==> src/rtl/stream_demux4_if.sv <==
// stream_demux4_if: bundle of the producer-side and consumer-side signals of
// the 1-to-4 stream demultiplexer.
//   in_data/in_sel/in_valid/in_ready/rr_en : single input stream and routing
//   out_data/out_valid/out_ready           : four output channels, packed
//                                            channel n at [n*DW +: DW]
//   rr_ptr/xfer_cnt                        : status (round-robin pointer,
//                                            accepted-transfer count)
// Modports:
//   master : the environment (producer + consumers) driving the block
//   slave  : the demultiplexer itself
interface stream_demux4_if #(
    parameter int DW = 4
);
    logic [DW-1:0]   in_data;
    logic [1:0]      in_sel;
    logic            in_valid;
    logic            in_ready;
    logic            rr_en;
    logic [4*DW-1:0] out_data;
    logic [3:0]      out_valid;
    logic [3:0]      out_ready;
    logic [1:0]      rr_ptr;
    logic [7:0]      xfer_cnt;

    modport master (
        output in_data, in_sel, in_valid, rr_en, out_ready,
        input  in_ready, out_data, out_valid, rr_ptr, xfer_cnt
    );

    modport slave (
        input  in_data, in_sel, in_valid, rr_en, out_ready,
        output in_ready, out_data, out_valid, rr_ptr, xfer_cnt
    );
endinterface

==> src/rtl/stream_demux4.sv <==
// stream_demux4: registered 1-to-4 demultiplexer with valid/ready handshake.
// Each accepted input word is routed to one of four one-entry output
// registers, selected by in_sel or by an internal round-robin pointer when
// rr_en=1. A channel can take a new word in the same cycle its old word is
// drained, so a continuously ready consumer sees no bubbles.
// Ports:
//   clk   : rising-edge clock
//   rst_n : asynchronous active-low reset (clears channels, pointer, count)
//   bus   : stream_demux4_if slave modport (input stream, four output
//           channels, rr_ptr and xfer_cnt status)
module stream_demux4 #(
    parameter int DW = 4
) (
    input  logic           clk,
    input  logic           rst_n,
    stream_demux4_if.slave bus
);
    logic [DW-1:0] data_q [4];
    logic [3:0]    valid_q;
    logic [1:0]    ptr_q;
    logic [7:0]    cnt_q;
    logic [1:0]    tgt;
    logic          accept;

    // NOTE: every output of a combinational block is given a value on every
    // path, so no latch is inferred.
    always_comb begin
        tgt = bus.in_sel;
        if (bus.rr_en) begin
            tgt = ptr_q;
        end
    end

    // A full channel that is being drained this cycle can still accept; the
    // rst_n term keeps the producer from seeing ready while held in reset.
    assign bus.in_ready = rst_n & (~valid_q[tgt] | bus.out_ready[tgt]);
    assign accept       = bus.in_valid & bus.in_ready;

    // NOTE: sequential state uses non-blocking assignments so every register
    // samples pre-edge values regardless of statement order.
    always_ff @(posedge clk or negedge rst_n) begin
        if (!rst_n) begin
            // NOTE: the four data registers are reset too, because out_data
            // must read 0 after reset; this is a tiny flop array, not a RAM.
            for (int n = 0; n < 4; n++) begin
                data_q[n] <= '0;
            end
            valid_q <= '0;
            ptr_q   <= '0;
            cnt_q   <= '0;
        end else begin
            for (int n = 0; n < 4; n++) begin
                if (accept && (tgt == 2'(n))) begin
                    // Load wins over drain: replaces the old word without a bubble.
                    data_q[n]  <= bus.in_data;
                    valid_q[n] <= 1'b1;
                end else if (bus.out_ready[n]) begin
                    valid_q[n] <= 1'b0;
                end
            end
            if (accept) begin
                cnt_q <= cnt_q + 8'd1;
                if (bus.rr_en) begin
                    ptr_q <= ptr_q + 2'd1;
                end
            end
        end
    end

    for (genvar g = 0; g < 4; g++) begin : g_out
        assign bus.out_data[g*DW +: DW] = data_q[g];
    end

    assign bus.out_valid = valid_q;
    assign bus.rr_ptr    = ptr_q;
    assign bus.xfer_cnt  = cnt_q;
endmodule

==> src/flat_wrapper.sv <==
// flat-port wrapper written by rule: the top's interface ports become plain ports
module stream_demux4_flat 
#(
    parameter int DW = 4
)
  (clk, rst_n, bus_in_data, bus_in_sel, bus_in_valid, bus_rr_en, bus_out_ready, bus_in_ready, bus_out_data, bus_out_valid, bus_rr_ptr, bus_xfer_cnt);
  stream_demux4_if #(.DW(DW)) bus_i ();
  input  logic clk;
  input  logic rst_n;
  input wire logic [$bits(bus_i.in_data)-1:0] bus_in_data;
  input wire logic [$bits(bus_i.in_sel)-1:0] bus_in_sel;
  input wire logic [$bits(bus_i.in_valid)-1:0] bus_in_valid;
  input wire logic [$bits(bus_i.rr_en)-1:0] bus_rr_en;
  input wire logic [$bits(bus_i.out_ready)-1:0] bus_out_ready;
  output wire logic [$bits(bus_i.in_ready)-1:0] bus_in_ready;
  output wire logic [$bits(bus_i.out_data)-1:0] bus_out_data;
  output wire logic [$bits(bus_i.out_valid)-1:0] bus_out_valid;
  output wire logic [$bits(bus_i.rr_ptr)-1:0] bus_rr_ptr;
  output wire logic [$bits(bus_i.xfer_cnt)-1:0] bus_xfer_cnt;
  assign bus_i.in_data = bus_in_data;
  assign bus_i.in_sel = bus_in_sel;
  assign bus_i.in_valid = bus_in_valid;
  assign bus_i.rr_en = bus_rr_en;
  assign bus_i.out_ready = bus_out_ready;
  assign bus_in_ready = bus_i.in_ready;
  assign bus_out_data = bus_i.out_data;
  assign bus_out_valid = bus_i.out_valid;
  assign bus_rr_ptr = bus_i.rr_ptr;
  assign bus_xfer_cnt = bus_i.xfer_cnt;
  stream_demux4 #(.DW(DW)) u_core (.clk(clk), .rst_n(rst_n), .bus(bus_i));
endmodule
==> config.mk <==
export PLATFORM = sky130hd
export DESIGN_NAME = stream_demux4_flat
export DESIGN_NICKNAME = d
export VERILOG_FILES = /design/src/rtl/stream_demux4_if.sv /design/src/rtl/stream_demux4.sv /design/src/flat_wrapper.sv
export SDC_FILE = /design/constraint.sdc
export NUM_CORES = 1
export LEC_CHECK = 0
export BUFFER_PORTS_ARGS = -buffer_cell sky130_fd_sc_hd__buf_2
export CORE_MARGIN = 10
export CORE_UTILIZATION = 47
export DETAILED_ROUTE_END_ITERATION = 10
export PLACE_DENSITY_LB_ADDON = 0.08
export RECOVER_POWER = 25
export SYNTH_ARGS = -nofsm -noshare
export SYNTH_HDL_FRONTEND = slang
export SYNTH_SLANG_ARGS = --single-unit
==> constraint.sdc <==
create_clock -name clk -period 3.9 [get_ports clk]
set_clock_uncertainty 0.05 [all_clocks]
set_input_delay 0.78 -clock clk [delete_from_list [all_inputs] [get_ports clk]]
set_output_delay 0.78 -clock clk [all_outputs]
set_load 0.01 [all_outputs]
---- Yosys cells after proc, flatten, opt, wreduce, memory -nomap -nowiden ----
Cells that the tools add are included.
storage, ports and cells
  output and inout bits ................... 31
  input port bits ......................... 14
  word-level logic and storage cells ...... 43
  register bits after elaboration ......... 30
operators by class
  equality and inequality tests ........... 3
  reductions and logical operators ........ 10
  order comparisons ....................... 1
  bitwise gates (word level) .............. 4
  add/subtract/negate cells ............... 2
  mux-type cells .......................... 13
operator list
  operator             count
  $mux 1               10
  $add 8x1->8 const B  1
  $reduce_bool 2->1    4
  $bmux 1 s2           2
  $eq 2x2->1 const B   2
  $logic_and 1x1->1    4
  $lt 2x3->1 const B   1
  $add 2x1->2 const B  1
  $and 1x1->1          2
  $eq 2x1->1 const B   1
  $logic_not 2->1      1
  $mux 2               1
  $reduce_and 2->1     1
  $not 1->1            1
  $or 1x1->1           1

---- Logic depth before layout (Yosys ltp) ----
Gate-level depths: netlist of run 1.
  depth after elaboration ................. 9
  depth in mapped cells ................... 6

---- Worst setup path after synthesis of run 1 ----
Ideal clock, no wire load.
  path type ............................... input port to output port
  from .................................... input bus_rr_en
  to ...................................... output bus_in_ready
  stages on the path ...................... 5
  path buffers ............................ 1
  arrival time ............................ 1.861 ns
  setup slack ............................. 1.209 ns
  path through ............................ buf_6 -> mux2i_4 -> mux2_4 -> nand2_1 -> a21boi_0
between the ends
  word-level cells in the longest chain between the ends .. 6
  elaborated cells on any way between the ends .. 8
RTL lines
  element                       line                 RTL
  from (decl)                   flat_wrapper.sv:13   input wire logic [$bits(bus_i.rr_en)-1:0] bus_rr_en;
  $mux 2 *                      stream_demux4.sv:29  if (bus.rr_en) begin
  $bmux 1 s2                    stream_demux4.sv:36  assign bus.in_ready = rst_n & (~valid_q[tgt] | bus.out_ready[tgt]);
  $mux 1 (implied by the code)  stream_demux4.sv:36
  $not 1->1                     stream_demux4.sv:36
  $or 1x1->1 *                  stream_demux4.sv:36
  $and 1x1->1 *                 stream_demux4.sv:36
  to (decl)                     flat_wrapper.sv:15   output wire logic [$bits(bus_i.in_ready)-1:0] bus_in_ready;
Every way passes the cells marked *; elsewhere a longest branch is shown, timed or not. The select of a mux whose other input is x is not followed.

---- Final worst setup path of run 1 ----
Same ends and word-level chain as after synthesis.

==> results of run 1 <==
==> final timing paths <==
path,slack [ns],from,to,cells after the start
min in group asynchronous,0.50,rst_n,u_core.bus.rr_ptr[0],1
min,0.43,u_core.bus.xfer_cnt[7],u_core.bus.xfer_cnt[7],1
max in group asynchronous,1.92,rst_n,u_core.bus.out_data[2],2
max reg2reg,1.94,u_core.bus.rr_ptr[0],u_core.bus.out_data[8],5
max,1.01,bus_rr_en,bus_in_ready,6
min reg2reg,0.43,u_core.bus.xfer_cnt[7],u_core.bus.xfer_cnt[7],1
==> final cells by class <==
| cell class | instances | area (sq um) |
|---|---|---|
| Clock buffer | 7 | 55.1 |
| Clock inverter | 1 | 5.00 |
| Fill cell | 244 | 1090 |
| Multi-Input combinational cell | 77 | 638 |
| Sequential cell | 30 | 751 |
| Tap cell | 31 | 38.8 |
| Timing Repair Buffer | 46 | 230 |
==> registers in the layout (all words and copies together), names as in the netlist <==
signal	cells
u_core.bus.out_data	16
u_core.bus.out_valid	4
u_core.bus.rr_ptr	2
u_core.bus.xfer_cnt	8
==> layer usage <==
layer	vias to the layer above	part of all wire	global-route usage
met4	0	0.012	0.0504
met5	-	0	0
met1	509	0.45	0.149
met3	6	0.078	0.0486
met2	34	0.46	0.203
li1	510	-	-
==> per-stage QoR <==
step	setup slack, ns	instances	power [mW]
after global placement	1.05	184	0.973
after CTS	1.02	192	1.19
after global routing	0.869	192	1.25
after floorplan	1.21	109	0.787
after detailed placement	1.02	184	0.992
final	1.01	192	1.17
==> synthesized netlist by cell type, drive strengths merged <==
master / n / area [sq um]
nand2: 6 / 22.5
o21ai: 2 / 10.0
dfrtp: 30 / 751
nand4: 1 / 6.26
mux2i: 2 / 32.5
ha: 1 / 12.5
nor3b: 2 / 20.0
a41oi: 1 / 8.76
xnor2: 7 / 61.3
nor3: 8 / 40.0
nor2: 3 / 11.3
nor4b: 1 / 23.8
a31oi: 1 / 6.26
xor2: 1 / 8.76
a21boi: 1 / 7.51
buf: 2 / 16.3
a32oi: 1 / 8.76
o31ai: 1 / 7.51
nor4: 2 / 12.5
nand3: 6 / 30.0
a22oi: 5 / 37.5
a22o: 1 / 8.76
mux2: 20 / 236
nand2b: 4 / 25.0
==> where the power goes <==
group / switching (mW) / total [mW] / internal (mW)
logic: 0.229 / 0.452 / 0.223
clock network: 0.106 / 0.194 / 0.0873
registers: 0.0850 / 0.523 / 0.438
==> cells in the final DEF (no fill, tap or decap), types with 2 or more instances in the layout <==
cell      count
buf_2        43
dfrtp_1      30
mux2_2       17
nor3_1        8
xnor2_1       7
nand2_1       6
nand3_1       6
a22oi_1       5
clkbuf_4      5
nand2b_1      4
mux2_4        3
nor2_1        3
clkbuf_1      3
nor4_1        2
o21ai_0       2
==> kinds of logic (layout without fill, tap and decap cells) <==
kind of cell / after synthesis / count (layout) / synth area share
XOR/XNOR: 8 / 8 / 0.0499
adder cells (fa/ha/maj): 1 / 1 / 0.00890
flip-flops: 30 / 30 / 0.534
AND/OR/NAND/NOR: 33 / 33 / 0.136
buffers and inverters: 2 / 54 / 0.0116
multiplexers: 22 / 22 / 0.191
AO/OA/AOI/OAI: 13 / 13 / 0.0677
==> critical path, delay by kind of cell <==
kind,cells,cell delay (ns)
mux,2,0.81
buf+inv,2,0.31
compound gates,1,0.07
simple gates,1,0.08
==> flow_metrics.tcl, run 1 <==
set metrics [dict create \
    area_delta_synth_final_pct 22.3 \
    cts_resized 0 \
    cts.sinks 30 \
    path_class "input port to output port" \
    worst_setup_path_start_kind "input port" \
    grt_start_max_net_pins 20 \
    postCtsSetupBuffers 0 \
    cts_made_buffers 5 \
    fin_util 0.612 \
    ys_seq_elements 30 \
    crit_path_max_incr_delay_ns 0.41 \
    max_freq_ghz 0.346 \
    grt_pass1_wl_microns 5400 \
    hold_path.class "flip-flop to flip-flop" \
    rsz0062_at_grt "false" \
    critPathArrivalTime_ns 2.06 \
    cp-end-kind "output port" \
    worstPathCellList "buf_2, mux2i_4, mux2_4, nand2_1, a21boi_0, buf_2" \
    postRouteAntennaNets 0 \
    rows 19 \
    cts_max_level 2 \
    cpMaxStageDelayCell "mux2i_4" \
    die_width_microns 74.7 \
    required_ns 3.07 \
    wl_microns 3340 \
    slew_viol_final 0 \
    hold_violations 0 \
    track_usage 0.126 \
    clk_latency_ns 0.32 \
    cts_tree "built" \
    worstPathMaxFanout 10 \
    layout-drive-gt1-share 0.460 \
    netlist_area_sq_mm 0.00141 \
    cap_violations 0 \
    root_buffer "clkbuf_4" \
    p_leak_nw 0.800 \
    setup_viol_count_final 0 \
    post_dp_cell_area_sq_mm 0.00166 \
    num_vias 1059 \
    slew_headroom 0.339 \
    grt-ovfl-total 0 \
    finalSetupTns_ns 0 \
    drc 0 \
    grt_pass1_vias 1146 \
    clockBufferDepth 2 \
    antenna_found_initial 0 \
    first_iter_violations 101 \
    power.density_mw_per_mm2 680 \
    dr.pass1.iters 4 \
    place.gp.congestion 0.750 \
    dieArea_sq_mm 0.00558 \
    peakVddDrop_mv 0.382 \
    syn_avg_cell_area_sq_um 12.9 \
    cp_common_cell "buf_2" \
    dp_hpwl_microns 2510 \
    design_area_sq_mm 0.00172 \
    core_sq_mm 0.00281 \
    wl_per_cell_microns 17.4 \
    nets 175 \
    die_h_microns 74.7 \
    fin_hold_ws_ns 0.434 \
    yosys_warnings 0 \
    tightest_slew_ns 0.992 \
    finalCritPeriodShare 0.740 \
    n_antenna_cell 0 \
    status "complete, no violations" \
    post_drt_via_cell_ratio 5.52 \
    pin_count 45 \
    yosysSeqAreaShare 0.534 \
    syn_inst 109 \
    synth.distinct_cells 28 \
    cts_hold_buffers 0 \
    io_buffers 44 \
    start_util 0.501 \
    syn-num-nets 124 \
    period_needed_ns 2.89 \
    clkTransAtPathRegs_ns 0.09 \
]
(Power assumes the default switching activity.)
==> run 2, diff against run 1 <==
--- a/config.mk
+++ b/config.mk
@@ -7,7 +7,7 @@
 export LEC_CHECK = 0
 export BUFFER_PORTS_ARGS = -buffer_cell sky130_fd_sc_hd__buf_2
 export CORE_MARGIN = 10
-export CORE_UTILIZATION = 47
+export CORE_UTILIZATION = 45
 export DETAILED_ROUTE_END_ITERATION = 10
 export PLACE_DENSITY_LB_ADDON = 0.08
 export RECOVER_POWER = 25
==> constraint.sdc (replaced) <==
create_clock -name clk -period 2.3 [get_ports clk]
set_clock_uncertainty 0.05 [all_clocks]
set_input_delay 0.46 -clock clk [delete_from_list [all_inputs] [get_ports clk]]
set_output_delay 0.46 -clock clk [all_outputs]
set_load 0.01 [all_outputs]
==> run 2 against run 1 <==
  * Total power increased by 68%
  * Core utilization decreased by 3.6 points
  * Hold slack got worse by 0.090 ns
  * Global-route usage decreased by 0.18 points
  * Critical endpoint unchanged
  * Largest power group unchanged
==> flow_metrics.tcl, run 2 (same netlist as run 1, synthesis figures left out) <==
set metrics [dict create \
    status "complete, no violations" \
    required_ns 1.79 \
    fin_ws_ns 0.112 \
    place_inst 199 \
    root_buffer "clkbuf_4" \
    area_delta_synth_final_pct 24.3 \
    peakVddDrop_mv 0.614 \
    path_class "flip-flop to output port" \
    num_vias 1057 \
    setup_viol_count_final 0 \
    n_antenna_cell 0 \
    finalSetupTns_ns 0 \
    drc 0 \
    post_drt_via_cell_ratio 5.11 \
    p_sw_mw 0.719 \
    nets 178 \
    largest_reg_flops 16 \
    max_freq_ghz 0.457 \
    cap_violations 0 \
    whs_endpoint "u_core.bus.out_data[3]" \
    comb_power_share 0.395 \
    cts_tree "built" \
    internal_power_mw 1.24 \
    seq_power_share 0.455 \
    grt-ovfl-total 0 \
    reg2reg_to "u_core.bus.xfer_cnt[1]" \
    worstPathMaxFanout 10 \
    grt_pass1_wl_microns 5210 \
    antenna_found_initial 0 \
    pin_count 45 \
    track_usage 0.124 \
    cp_num_buf_inv 1 \
    critPathArrivalTime_ns 1.68 \
    wl_microns 3340 \
    dr.pass1.iters 4 \
    grt_pass1_vias 1020 \
    p_leak_nw 0.809 \
    wl_per_cell_microns 16.1 \
    final_cell_mix "44 x buf_2, 30 x dfrtp_1, 17 x mux2_2" \
    r2r_cells 4 \
    power.density_mw_per_mm2 1120 \
    dieArea_sq_mm 0.00576 \
    grt_start_max_net_pins 23 \
    pre_cts_ws_ns 0.181 \
    cts_made_buffers 5 \
    holdCritStartpoint "bus_in_data[3]" \
    layout-drive-gt1-share 0.472 \
    slew_viol_final 0 \
    worst_setup_path_start_kind "flip-flop" \
    final_common_cell "buf_2" \
    io_buffers 44 \
    reg2reg_from "u_core.bus.rr_ptr[1]" \
    finalCritPeriodShare 0.951 \
    first_iter_violations 45 \
    fin_cells 207 \
    hold_violations 0 \
    tightest_slew_ns 1.15 \
    worstPathCellList "mux2i_4, mux2_4, nand2_1, a21boi_0, buf_2" \
    crit_path_max_incr_delay_ns 0.45 \
    die_h_microns 75.9 \
    cpMaxStageDelayCell "dfrtp_1" \
    cts_max_level 2 \
    whs_path_depth 2 \
    rsz0062_at_grt "false" \
    cts.sinks 30 \
    postRouteAntennaNets 0 \
    cp-end-kind "output port" \
    r2r_slack_ns 0.50 \
    fin_util 0.577 \
    p_sw_frac 0.367 \
    post_dp_cell_area_sq_mm 0.00169 \
    clk_latency_ns 0.33 \
    core_sq_mm 0.00303 \
    clkTransAtPathRegs_ns 0.10 \
    start_util 0.464 \
    path_delay_family "multiplexers" \
    dp_hpwl_microns 2530 \
    hold_path.class "input port to flip-flop" \
    p_clk_frac 0.150 \
    design_area_sq_mm 0.00175 \
    slew_headroom 0.230 \
    period_needed_ns 2.19 \
    die_width_microns 75.9 \
    rows 20 \
    clockBufferDepth 2 \
    place.gp.congestion 0.822 \
]
run 2: cell types whose count changed in the layout (fill, tap and decap cells not counted):
cell | before | now
clkinv_2 | 1 | 2
nor2_1 | 3 | 2
clkbuf_1 | 3 | 2
nor2_2 | 0 | 1
buf_2 | 43 | 44
clkbuf_8 | 1 | 0
dlygate4sd3_1 | 0 | 1
buf_4 | 1 | 2
run 2: how the worst max path moves through the flow:
stage | from | slack (ns) | cells after the start | end
3_3_place_gp | bus_rr_en | 0.21 | 6 | bus_in_ready
3_5_place_dp | bus_rr_en | 0.18 | 6 | bus_in_ready
4_1_cts | rst_n | 0.04 | 6 | u_core.bus.out_data[5]
2_1_floorplan | bus_rr_en | 0.25 | 5 | bus_in_ready
5_1_grt | rst_n | 0.03 | 6 | u_core.bus.out_data[5]
6_report | u_core.bus.rr_ptr[1] | 0.11 | 5 | bus_in_ready
run 2: through the flow:
step	hold slack, ns	total power [mW]
final	0.343	1.96
after CTS	0.326	1.99
after detailed placement	0.255	1.69
after floorplan	0.114	1.34
after global placement	0.254	1.66
after global routing	0.328	2.10
run 2: worst register-to-register path, delay by kind of cell, from the launching register on:
family / cells / cell delay (ns)
AO/OA/AOI/OAI: 1 / 0.28
flip-flops: 1 / 0.45
multiplexers: 3 / 0.91
run 2: metal layers:
layer	GRT usage	vias up	part of all wire
met4	0.0495	0	0.0078
li1	-	507	-
met3	0.0586	2	0.094
met2	0.164	37	0.43
met5	0	-	0
met1	0.169	511	0.47
run 2: timing repair:
action	4_1_cts	5_1_grt
gates resized for setup	0	1
setup endpoints to repair	0	4
hold endpoints to repair	2	0
buffers inserted	0	0
hold buffers	1	0
run 2: power by group through the flow:
stage,registers (mW),clock network (mW),logic (mW)
after detailed placement,0.899,0,0.788
final,0.890,0.294,0.772
after floorplan,0.997,0,0.339
after CTS,0.890,0.308,0.790
after global placement,0.889,0,0.775
after global routing,0.920,0.329,0.849
run 2: area by class of cell:
cell class	instances	area [sq um]
clock buffer	5	37.5
clock inverter	2	10.0
fill	269	1280
multi-input combinational	77	641
sequential	30	751
tap	44	55.1
timing repair buffer	49	253
==> run 3, diff against run 2 <==
--- a/config.mk
+++ b/config.mk
@@ -7,7 +7,7 @@
 export LEC_CHECK = 0
 export BUFFER_PORTS_ARGS = -buffer_cell sky130_fd_sc_hd__buf_2
 export CORE_MARGIN = 10
-export CORE_UTILIZATION = 45
+export CORE_UTILIZATION = 40
 export DETAILED_ROUTE_END_ITERATION = 10
 export PLACE_DENSITY_LB_ADDON = 0.08
 export RECOVER_POWER = 25
==> run 3 against run 2 <==
  * Hold slack gained 0.0075 ns
  * First-iteration DRC count grew 82%
  * Routed wire length grew 0.15%
  * Die area grew 9.1%
  * Sequential share of layout area shrank 1.7 points
  * Sequential power grew 0.6%
  * Cell count grew 1.4%
  * Non-clock buffer count is the same
  * Sequential cell count is the same
  * Critical path depth is the same
  * Highest routed layer unchanged
==> flow_metrics.tcl, run 3 (same netlist as run 1, synthesis figures left out) <==
set metrics [dict create \
    largest_reg_flops 16 \
    cts_made_buffers 5 \
    wl_per_cell_microns 15.9 \
    worstPathMaxFanout 10 \
    grt_pass1_wl_microns 5640 \
    setup_viol_count_final 0 \
    drc 0 \
    nets 178 \
    die_width_microns 79.3 \
    rows 21 \
    cap_violations 0 \
    cts.sinks 30 \
    period_needed_ns 2.15 \
    pin_count 45 \
    layout-drive-gt1-share 0.482 \
    worst_setup_path_start_kind "flip-flop" \
    path_class "flip-flop to output port" \
    core_sq_mm 0.00336 \
    clkTransAtPathRegs_ns 0.10 \
    peakVddDrop_mv 0.696 \
    post_drt_via_cell_ratio 5.00 \
    cts_tree "built" \
    final_common_cell "buf_2" \
    p_leak_nw 0.837 \
    finalCritPeriodShare 0.936 \
    clockBufferDepth 2 \
    final_cell_mix "44 x buf_2, 30 x dfrtp_1, 17 x mux2_2" \
    cp-end-kind "output port" \
    critPathArrivalTime_ns 1.64 \
    io_buffers 44 \
    slew_headroom 0.490 \
    design_area_sq_mm 0.00182 \
    grt_start_max_net_pins 16 \
    status "complete, no violations" \
    max_freq_ghz 0.464 \
    dr.pass1.iters 4 \
    post_dp_cell_area_sq_mm 0.00170 \
    clk_latency_ns 0.32 \
    wl_microns 3350 \
    first_iter_violations 82 \
    dp_hpwl_microns 2650 \
    cts_max_level 2 \
    rsz0062_at_grt "false" \
    die_h_microns 79.3 \
    slew_viol_final 0 \
    fin_hold_ws_ns 0.351 \
    tightest_slew_ns 0.765 \
    finalSetupTns_ns 0 \
    hold_path.class "input port to flip-flop" \
    track_usage 0.113 \
    start_util 0.418 \
    fin_total_pwr_mw 2.22 \
    area_delta_synth_final_pct 29.4 \
    root_buffer "clkbuf_4" \
    antenna_found_initial 0 \
    dieArea_sq_mm 0.00628 \
    power.density_mw_per_mm2 1220 \
    grt-ovfl-total 0 \
    postRouteAntennaNets 0 \
    num_vias 1049 \
    grt_pass1_vias 1133 \
    required_ns 1.79 \
    hold_violations 0 \
    place.gp.congestion 0.768 \
    n_antenna_cell 0 \
]
==> run 3: final timing paths <==
check / startpoint / endpoint / slack, ns / cells past startpoint
max in group asynchronous: rst_n / u_core.bus.out_data[13] / 0.83 / 3
hold reg to reg: u_core.bus.xfer_cnt[7] / u_core.bus.xfer_cnt[7] / 0.45 / 1
min in group asynchronous: rst_n / u_core.bus.xfer_cnt[4] / 0.44 / 2
setup / recovery: u_core.bus.rr_ptr[1] / bus_in_ready / 0.15 / 5
hold / removal: bus_in_data[0] / u_core.bus.out_data[12] / 0.35 / 2
setup reg to reg: u_core.bus.rr_ptr[1] / u_core.bus.xfer_cnt[1] / 0.54 / 4
==> run 3: critical path, cell delays in order (launching register included) <==
cell      delay (ns)
dfrtp_1         0.45
mux2i_4         0.20
mux2_4          0.38
nand2_1         0.08
a21boi_0        0.07
buf_2           0.14
==> run 3: per-stage QoR <==
step	std cells	worst slack (ns)	utilization
after global routing	210	0.0471	0.541
after global placement	201	0.211	0.504
after detailed placement	201	0.187	0.504
final	210	0.146	0.541
after floorplan	109	0.249	-
after CTS	210	0.0683	0.541
==> run 3: per-layer routing <==
metal	track usage	vias to the layer above	routed length [microns]
li1	-	513	-
met3	0.0507	2	205
met1	0.130	507	1500
met5	0	-	0
met2	0.184	27	1620
met4	0.0341	0	20
==> run 3: what timing repair did <==
item                                    in CTS  in global routing
endpoints found under the setup margin       0                  5
resized for setup                            0                  2
hold buffers                                 1                  0
hold endpoints to repair                     2                  0
buffers inserted                             0                  0
==> run 3: area by class of cell <==
class                      count  area (sq um)
clock inverter                 2          60.1
clock buffer                   6          51.3
tap                           46          57.6
sequential                    30           751
timing repair buffer          49           253
fill                         329          1550
multi-input combinational     77           646
==> run 3: report_power, final <==
| part | switching (mW) | total (mW) | leakage (nW) | internal [mW] |
|---|---|---|---|---|
| combinational | 0.385 | 0.770 | 0.409 | 0.386 |
| clock | 0.186 | 0.554 | 0.0585 | 0.368 |
| sequential | 0.152 | 0.895 | 0.370 | 0.742 |
| total | 0.723 | 2.22 | 0.837 | 1.50 |
